[src/rtl/parking_ctrl_pkg.sv]
// parking_ctrl_pkg: lane indices, arbiter states, timer width and round-robin pick shared by the gate arbiter
package parking_ctrl_pkg;
  localparam int NUM_LANES = 4;
  localparam logic [1:0] LANE_ENTRY0 = 2'd0;
  localparam logic [1:0] LANE_ENTRY1 = 2'd1;
  localparam logic [1:0] LANE_EXIT0 = 2'd2;
  localparam logic [1:0] LANE_EXIT1 = 2'd3;
  localparam int TIMER_W = 8;
  typedef enum logic [1:0] {ARB_IDLE, ARB_ISSUE, ARB_CHECK} arb_state_t;
  function automatic logic [1:0] rr_pick(input logic [NUM_LANES-1:0] elig, input logic [1:0] ptr);
    logic [1:0] idx;
    rr_pick = ptr;
    for (int k = NUM_LANES - 1; k >= 0; k--) begin
      idx = ptr + 2'(k);
      if (elig[idx]) rr_pick = idx;
    end
  endfunction
endpackage

[src/rtl/gate_timer.sv]
// gate_timer: per-lane barrier hold-open down-counter, loaded on accept and saturating at zero
module gate_timer
  import parking_ctrl_pkg::*;
#(
  parameter int OPEN_CYCLES = 4
) (
  input  logic clock,
  input  logic reset,
  input  logic load,
  output logic open
);
  logic [TIMER_W-1:0] count;
  always_ff @(posedge clock) begin
    count <= !reset ? '0 : load ? TIMER_W'(OPEN_CYCLES) : count - TIMER_W'(count != '0);
  end
  assign open = count != '0;
endmodule

[src/rtl/parking_gate_arbiter.sv]
// parking_gate_arbiter: shares the Parking event port between two entry and two exit lanes.
// Defining EXIT_PRIORITY_EN makes eligible exits win over entries.
module parking_gate_arbiter
  import parking_ctrl_pkg::*;
#(
  parameter int OPEN_CYCLES = 4
) (
  input  logic       clock,
  input  logic       reset,
  input  logic [1:0] entry_req,
  input  logic [1:0] entry_is_uni,
  input  logic [1:0] exit_req,
  input  logic [1:0] exit_is_uni,
  output logic [1:0] entry_ack,
  output logic [1:0] entry_reject,
  output logic [1:0] exit_ack,
  output logic [1:0] exit_reject,
  output logic [3:0] gate_open,
  output logic       car_entered,
  output logic       is_uni_car_entered,
  output logic       car_exited,
  output logic       is_uni_car_exited,
  input  logic       uni_is_vacated_space,
  input  logic       free_is_vacated_space,
  input  logic       faulty_exit
);
  arb_state_t state, state_nx;
  logic [1:0] lane, rr_ptr, win;
  logic cls, vac, is_exit, issue, check;
  logic [NUM_LANES-1:0] elig, pick_set, cls_in, sel, load;
  assign cls_in = {exit_is_uni, entry_is_uni};
  assign elig = {exit_req, entry_req} & ~gate_open;
`ifdef EXIT_PRIORITY_EN
  assign pick_set = |elig[3:2] ? {elig[3:2], 2'b00} : elig;
`else
  assign pick_set = elig;
`endif
  assign win = rr_pick(pick_set, rr_ptr);
  assign is_exit = lane >= LANE_EXIT0;
  assign vac = cls ? uni_is_vacated_space : free_is_vacated_space;
  assign issue = state == ARB_ISSUE;
  assign check = state == ARB_CHECK;
  assign sel = 4'b1 << lane;
  always_ff @(posedge clock) begin
    if (!reset) begin
      state <= ARB_IDLE;
      lane <= '0;
      cls <= 1'b0;
      rr_ptr <= '0;
    end else begin
      state <= state_nx;
      if (state == ARB_IDLE && |pick_set) begin
        lane <= win;
        cls <= cls_in[win];
        rr_ptr <= win + 2'd1;
      end
    end
  end
  always_comb begin
    state_nx = state == ARB_IDLE ? (|pick_set ? ARB_ISSUE : ARB_IDLE)
             : issue ? (!is_exit && !vac ? ARB_IDLE : ARB_CHECK)
             : ARB_IDLE;
  end
  // Parking sees its event during ISSUE; faulty_exit answers during CHECK.
  assign car_entered = issue & !is_exit & vac;
  assign is_uni_car_entered = car_entered & cls;
  assign car_exited = issue & is_exit;
  assign is_uni_car_exited = car_exited & cls;
  assign entry_reject = {2{issue & !is_exit & !vac}} & sel[1:0];
  assign entry_ack = {2{check & !is_exit}} & sel[1:0];
  assign exit_ack = {2{check & is_exit & !faulty_exit}} & sel[3:2];
  assign exit_reject = {2{check & is_exit & faulty_exit}} & sel[3:2];
  assign load = {exit_ack, entry_ack};
  for (genvar i = 0; i < NUM_LANES; i++) begin : g_timer
    gate_timer #(.OPEN_CYCLES(OPEN_CYCLES)) u_timer (
      .clock(clock),
      .reset(reset),
      .load(load[i]),
      .open(gate_open[i])
    );
  end
endmodule

[config.mk]
export PLATFORM = sky130hd
export DESIGN_NAME = parking_gate_arbiter
export DESIGN_NICKNAME = d
export VERILOG_FILES = /design/src/rtl/parking_ctrl_pkg.sv /design/src/rtl/gate_timer.sv /design/src/rtl/parking_gate_arbiter.sv
export SDC_FILE = /design/constraint.sdc
export NUM_CORES = 1
export LEC_CHECK = 0
export ABC_CLOCK_PERIOD_IN_PS = 4600
export CORE_ASPECT_RATIO = 2
export CORE_UTILIZATION = 35
export DETAILED_ROUTE_END_ITERATION = 10
export MAX_ROUTING_LAYER = met4
export PLACE_DENSITY_LB_ADDON = 0.08
export REMOVE_ABC_BUFFERS = 1
export SKIP_LAST_GASP = 1
export SLEW_MARGIN = 10
export SYNTH_ARGS = -nofsm -noshare
export SYNTH_HDL_FRONTEND = slang
export SYNTH_SLANG_ARGS = --single-unit
[constraint.sdc]
create_clock -name clock -period 4.6 [get_ports clock]
set_input_delay 0.46 -clock clock [delete_from_list [all_inputs] [get_ports clock]]
set_output_delay 0.46 -clock clock [all_outputs]
set_load 0.1 [all_outputs]
## Word level (Yosys, flattened, before mapping)

Index checks and enable logic that the tools add are counted.

| operators by class | value |
|---|---|
| $add $sub $neg | 8 |
| reduce and logical (&&, ||, !) cells | 15 |
| multiplexer cells | 23 |
| shift-type cells | 1 |
| bitwise gates (word level) | 17 |
| magnitude comparators | 6 |
| equality and inequality tests | 2 |

Operator list:

| cell | number |
|---|---|
| $reduce_bool 8->1 | 4 |
| $sub 8x1->8 | 4 |
| $lt 2x3->1 const B | 5 |
| $mux 2 | 7 |
| $mux 3 | 4 |
| $and 1x1->1 | 10 |
| $bmux 1 s2 | 5 |
| $and 2x2->2 | 4 |
| $reduce_or 2->1 | 4 |
| $mux 1 | 7 |
| $add 2x1->2 const B | 2 |
| $add 2x2->2 const B | 2 |
| $and 4x4->4 | 1 |
| $not 4->4 | 1 |
| $reduce_or 4->1 | 1 |
| $shl 1x2->4 const A | 1 |
| $logic_not 1->1 | 3 |
| $eq 2x1->1 const B | 1 |
| $eq 2x2->1 const B | 1 |
| $ge 2x2->1 const B | 1 |
| $logic_and 1x1->1 | 2 |
| $logic_not 2->1 | 1 |
| $not 1->1 | 1 |

| word-level totals | value |
|---|---|
| output and inout port bits | 16 |
| bits in registers | 39 |
| bits of input ports | 13 |
| logic and storage cells | 84 |

## Depth between registers and ports, before layout

| depth | value |
|---|---|
| depth after elaboration | 11 |
| depth in mapped cells | 8 |
| gate-level depth less buffers | 8 |

## By module

Synthesis repeated with hierarchy kept, for this count alone.

| unflattened totals | value |
|---|---|
| cells, all modules | 231 |
| area total of the unflattened synthesis | 2053.2 um^2 |

By module, submodules not included:

| module | instances | cells an instance | sequential area each (um^2) | area an instance (um^2) |
|---|---|---|---|---|
| gate_timer | 4 | 40 | 160.2 | 367.9 |
| parking_gate_arbiter | 1 | 71 | 140.1 | 581.8 |

## Worst setup path after synthesis

OpenSTA, ideal clock, no wires.

| timing | value |
|---|---|
| path type | input port to output port |
| start point | input port uni_is_vacated_space |
| end point | output port entry_reject[0] |
| path slack | 1.382 ns |
| required time | 4.140 ns |
| path buffers | 0 |
| arrival | 2.758 ns |
| stages on the path | 3 |
| path through | nand2_1 > o21ai_0 > nor3_1 |

| on the way | value |
|---|---|
| longest elaborated chain between the ends | 4 |

Ends and longest elaborated chain:

| what | RTL line | text |
|---|---|---|
| from (decl) | parking_gate_arbiter.sv:23 | `input logic uni_is_vacated_space,` |
| $mux 1 | parking_gate_arbiter.sv:40 | `assign vac = cls ? uni_is_vacated_space : free_is_vacated_space;` |
| $logic_not 1->1 | parking_gate_arbiter.sv:69 | `assign entry_reject = {2{issue & !is_exit & !vac}} & sel[1:0];` |
| $and 1x1->1 | parking_gate_arbiter.sv:69 |  |
| $and 2x2->2 | parking_gate_arbiter.sv:69 |  |
| to (decl) | parking_gate_arbiter.sv:15 | `output logic [1:0] entry_reject,` |

No other way between the ends.

## Final worst setup path

| timing | value |
|---|---|
| start point | input port free_is_vacated_space |
| end point | output port car_entered |

| on the way | value |
|---|---|
| longest elaborated chain between the ends | 2 |

Ends and longest elaborated chain:

| what | RTL line | text |
|---|---|---|
| from (decl) | parking_gate_arbiter.sv:24 | `input logic free_is_vacated_space,` |
| $mux 1 | parking_gate_arbiter.sv:40 |  |
| $and 1x1->1 | parking_gate_arbiter.sv:65 | `assign car_entered = issue & !is_exit & vac;` |
| to (decl) | parking_gate_arbiter.sv:19 | `output logic car_entered,` |

No other way between the ends.

==> impl_summary.log <==
INFO  metric gr-usage-met1 = 15.25%
INFO  metric postSynth.asyncResetShare = 0%
INFO  metric cts_sinks = 39
INFO  metric portBuffers = 28
INFO  metric chipHeight = 111.2 um
INFO  metric cp-start-kind = input pin
INFO  metric p_leak = 1.019 nW
INFO  metric critPathRequiredTime = 4.14 ns
INFO  metric count_of_antenna_violating_nets_left_after_detailed_routing = 0
INFO  metric cap_violations = 0
INFO  metric crit_path_max_fanout = 4
INFO  metric cts.root.buffer_cell = clkbuf_16
INFO  metric report.final.setup_viol = 0
INFO  metric grt_pass1_wl = 7527 um
INFO  metric endpoint_kind = output port
INFO  metric core.rowCount = 39
INFO  metric seq_area_frac_synth = 37.43%
INFO  metric worst_slack = 1.381 ns
INFO  metric grt_use_met3 = 3.967%
INFO  metric fin_worst_skew = 0.004115 ns
INFO  metric regToRegStartpoint = g_timer[0].u_timer.count[0]
INFO  metric power_density = 885.7 nW/um2
INFO  metric whs_endpoint = g_timer[0].u_timer.count[7]
INFO  metric min_period_over_period = 69.98%
INFO  metric vdd_drop_max = 0.5629 mV
INFO  metric dr.first_iter.drc_count = 43
INFO  metric final_hold_viols = 0
INFO  metric first_global_vias = 1,658
INFO  metric grt-busiest-layer = met2
INFO  metric timing.max_slew.rel_slack = 34.19%
INFO  metric max-clock-path-buffers = 2
INFO  metric worstSetupPathType = input pin to output port
INFO  metric synth.avg_cell_area = 8.727 um2
INFO  metric whs_path_depth = 2
INFO  metric final_max_slew_viol_count = 0
INFO  metric antenna_cells = 0
INFO  metric grt_remaining_overflow = 0
INFO  metric dp_cells = 318
INFO  metric nets = 284
INFO  metric pwr-share-seq = 28.7%
INFO  metric cts_setup_buffers = 0
INFO  metric synth_flop_cell = dfxtp_1
INFO  metric post-route-min-period = 3.219 ns
INFO  metric synth_edf_count = 0
INFO  metric dieWidth = 56.59 um
INFO  metric ctsResizeCount = 0
INFO  metric synthesis.area = 2086 um2
INFO  metric power.switching = 0.001047 W
INFO  metric synth.ff_latch_count = 39
INFO  metric worst_pin_slew = 0.9841 ns
INFO  metric unrepaired_setup_endpoints_after_global_routing = no
INFO  metric routedWlPerCell = 14.07 um
INFO  metric largest_net_degree_at_the_start_of_global_routing = 16
INFO  metric gr-usage-met2 = 28.47%
INFO  metric synth.yosys.warnings = 0
INFO  metric worst_ep_arrival_time = 2.76 ns
INFO  metric finalNonFillerCells = 326
INFO  metric antenna_found_initial = 0
INFO  metric finalWirelength = 4586 um
INFO  metric global_placer_s_final_weighted_congestion = 0.7987
INFO  metric clkSlewWorstSetupHoldPaths = 0.06 ns
INFO  metric worst_hold_path_type = flip-flop to flip-flop
INFO  metric cts_hold_buf = 0
INFO  metric core_region_area = 5709 um2
INFO  metric fraction_of_layout_cells_with_a_size_suffix_above_1 = 7.547%
INFO  metric worstRegToRegCells = 6
INFO  metric floorplan.io_pins = 29
INFO  metric power.total = 0.002225 W
INFO  metric hold_path.startpoint = g_timer[0].u_timer.count[7]
INFO  metric clk_network_pwr_share = 14.9%
INFO  metric cts_tree = yes
INFO  metric cts_max_level = 2
INFO  metric setup.reg_to_reg.worst_slack = 2.21 ns
INFO  metric fp.dieArea = 6291 um2
INFO  metric run_status = finished, final reports clean
INFO  metric num_vias = 1,687
INFO  metric critical_path.reg2reg.endpoint = cls
INFO  metric cell_internal_pwr = 0.001178 W
INFO  metric synth_cell_types = 45
INFO  metric synthToLayoutAreaGrowth = 20.46%
INFO  metric dp.final_hpwl = 3517 um
INFO  metric number_of_buffers_created_by_cts = 5
INFO  metric route.detailed.vias_per_inst = 5.175
INFO  metric combPwrFrac = 56.4%
INFO  metric syn-instance-count = 239
INFO  metric post-route-util = 44.01%
INFO  metric dp_slack = 1.361 ns
INFO  metric max_freq = 310.6 MHz
INFO  metric floorplan.initialDensity = 36.53%
INFO  metric power_switching_share = 47.06%
INFO  metric layout.cells.most_common = dfxtp_1
INFO  metric insertion_delay = 0.28 ns
INFO  metric drt_pass1_iterations = 4
INFO  metric most_used_cells_in_the_layout_excluding_fill_and_tap_cells = 39 x dfxtp_1, 33 x nor2_1, 28 x clkdlybuf4s50_1
INFO  metric groute.usage.overall = 16.15%
INFO  metric residual_drc = 0
INFO  metric final.setup.tns = 0 ns
-- through the flow --
stage	instance area (um2)	hold slack [ns]
floorplan	2018	0.4155
global placement	2375	0.4311
detailed placement	2375	0.4322
CTS	2512	0.4412
global route	2512	0.4660
finish	2512	0.4454
-- per-layer routing --
| layer | part of all wire [%] | up-vias | routed length (um) |
|---|---|---|---|
| met3 | 3.6 | 11 | 163 |
| li1 | - | 864 | - |
| met2 | 53 | 33 | 2448 |
| met5 | 0 | - | 0 |
| met1 | 39 | 779 | 1809 |
| met4 | 3.6 | 0 | 164 |
-- registers in the layout (all words and copies together) (netlist names) --
| name | count |
|---|---|
| state | 2 |
| lane | 2 |
| cls | 1 |
| g_timer.u_timer.count | 32 |
| rr_ptr | 2 |
-- synthesized netlist by cell type, drive strengths merged (2+ instances only) --
cell type   n  area share [%]
a211oi      3             1.1
nand2b      7             2.1
nor2b       5             1.5
nor2       33             5.9
nand3       7             2.5
and3        7             2.3
xor2       13             5.5
a21oi       3            0.72
clkbuf      2            0.36
a32o        2            0.96
o22ai       2            0.60
a21boi      6             2.2
o21a        3             1.1
and2        3            0.90
xnor2       8             3.4
nand2      23             4.1
nor3        8             1.9
dfxtp      39              37
o211a       3             1.4
buf         8             2.9
o21ai       5             1.2
or4         2            0.72
inv        15             2.7
nor4       10             5.6
nand3b      2            0.72
ha          7             4.2
or3         3             1.1
-- worst max-delay path: stages --
cell	delay [ns]
clkdlybuf4s50_1	0.46
inv_1	0.04
o21ai_0	0.46
nor2b_1	0.20
clkdlybuf4s50_1	1.14
-- worst max-delay path by stage --
stage / from / to / slack [ns] / depth (start not counted)
2_1_floorplan: uni_is_vacated_space / entry_reject[0] / 1.38 / 3
3_3_place_gp: free_is_vacated_space / car_entered / 1.35 / 5
3_5_place_dp: free_is_vacated_space / car_entered / 1.36 / 5
4_1_cts: free_is_vacated_space / car_entered / 1.35 / 5
5_1_grt: free_is_vacated_space / car_entered / 1.23 / 5
6_report: free_is_vacated_space / car_entered / 1.38 / 5
-- kinds of logic after synthesis --
group                    count (synthesis)  synth area share (%)
AND/OR/NAND/NOR                        112                 30.23
flip-flops                              39                 37.43
AO/OA/AOI/OAI                           34                 12.90
buffers and inverters                   25                 5.939
XOR/XNOR                                21                 8.818
adder cells (fa/ha/maj)                  7                 4.199
multiplexers                             1                0.4799
-- final cells by class --
cell class                 instances  area, um2
fill                             576       3197
clock inverter                     1      5.005
timing repair buffer              28      280.3
tap                               61      76.32
multi-input combinational        175       1181
clock buffer                       7      132.6
sequential                        39      780.7
inverter                          15      56.30
-- power by group through the flow --
stage	clock network (W)	logic, W	registers [W]
3_3_place_gp	0	0.00125	0.000647
5_1_grt	0.000354	0.00139	0.000659
2_1_floorplan	0	0.00103	0.000610
3_5_place_dp	0	0.00126	0.000645
4_1_cts	0.000343	0.00127	0.000642
6_report	0.000331	0.00126	0.000640
Power figures use the tool's default switching activity.
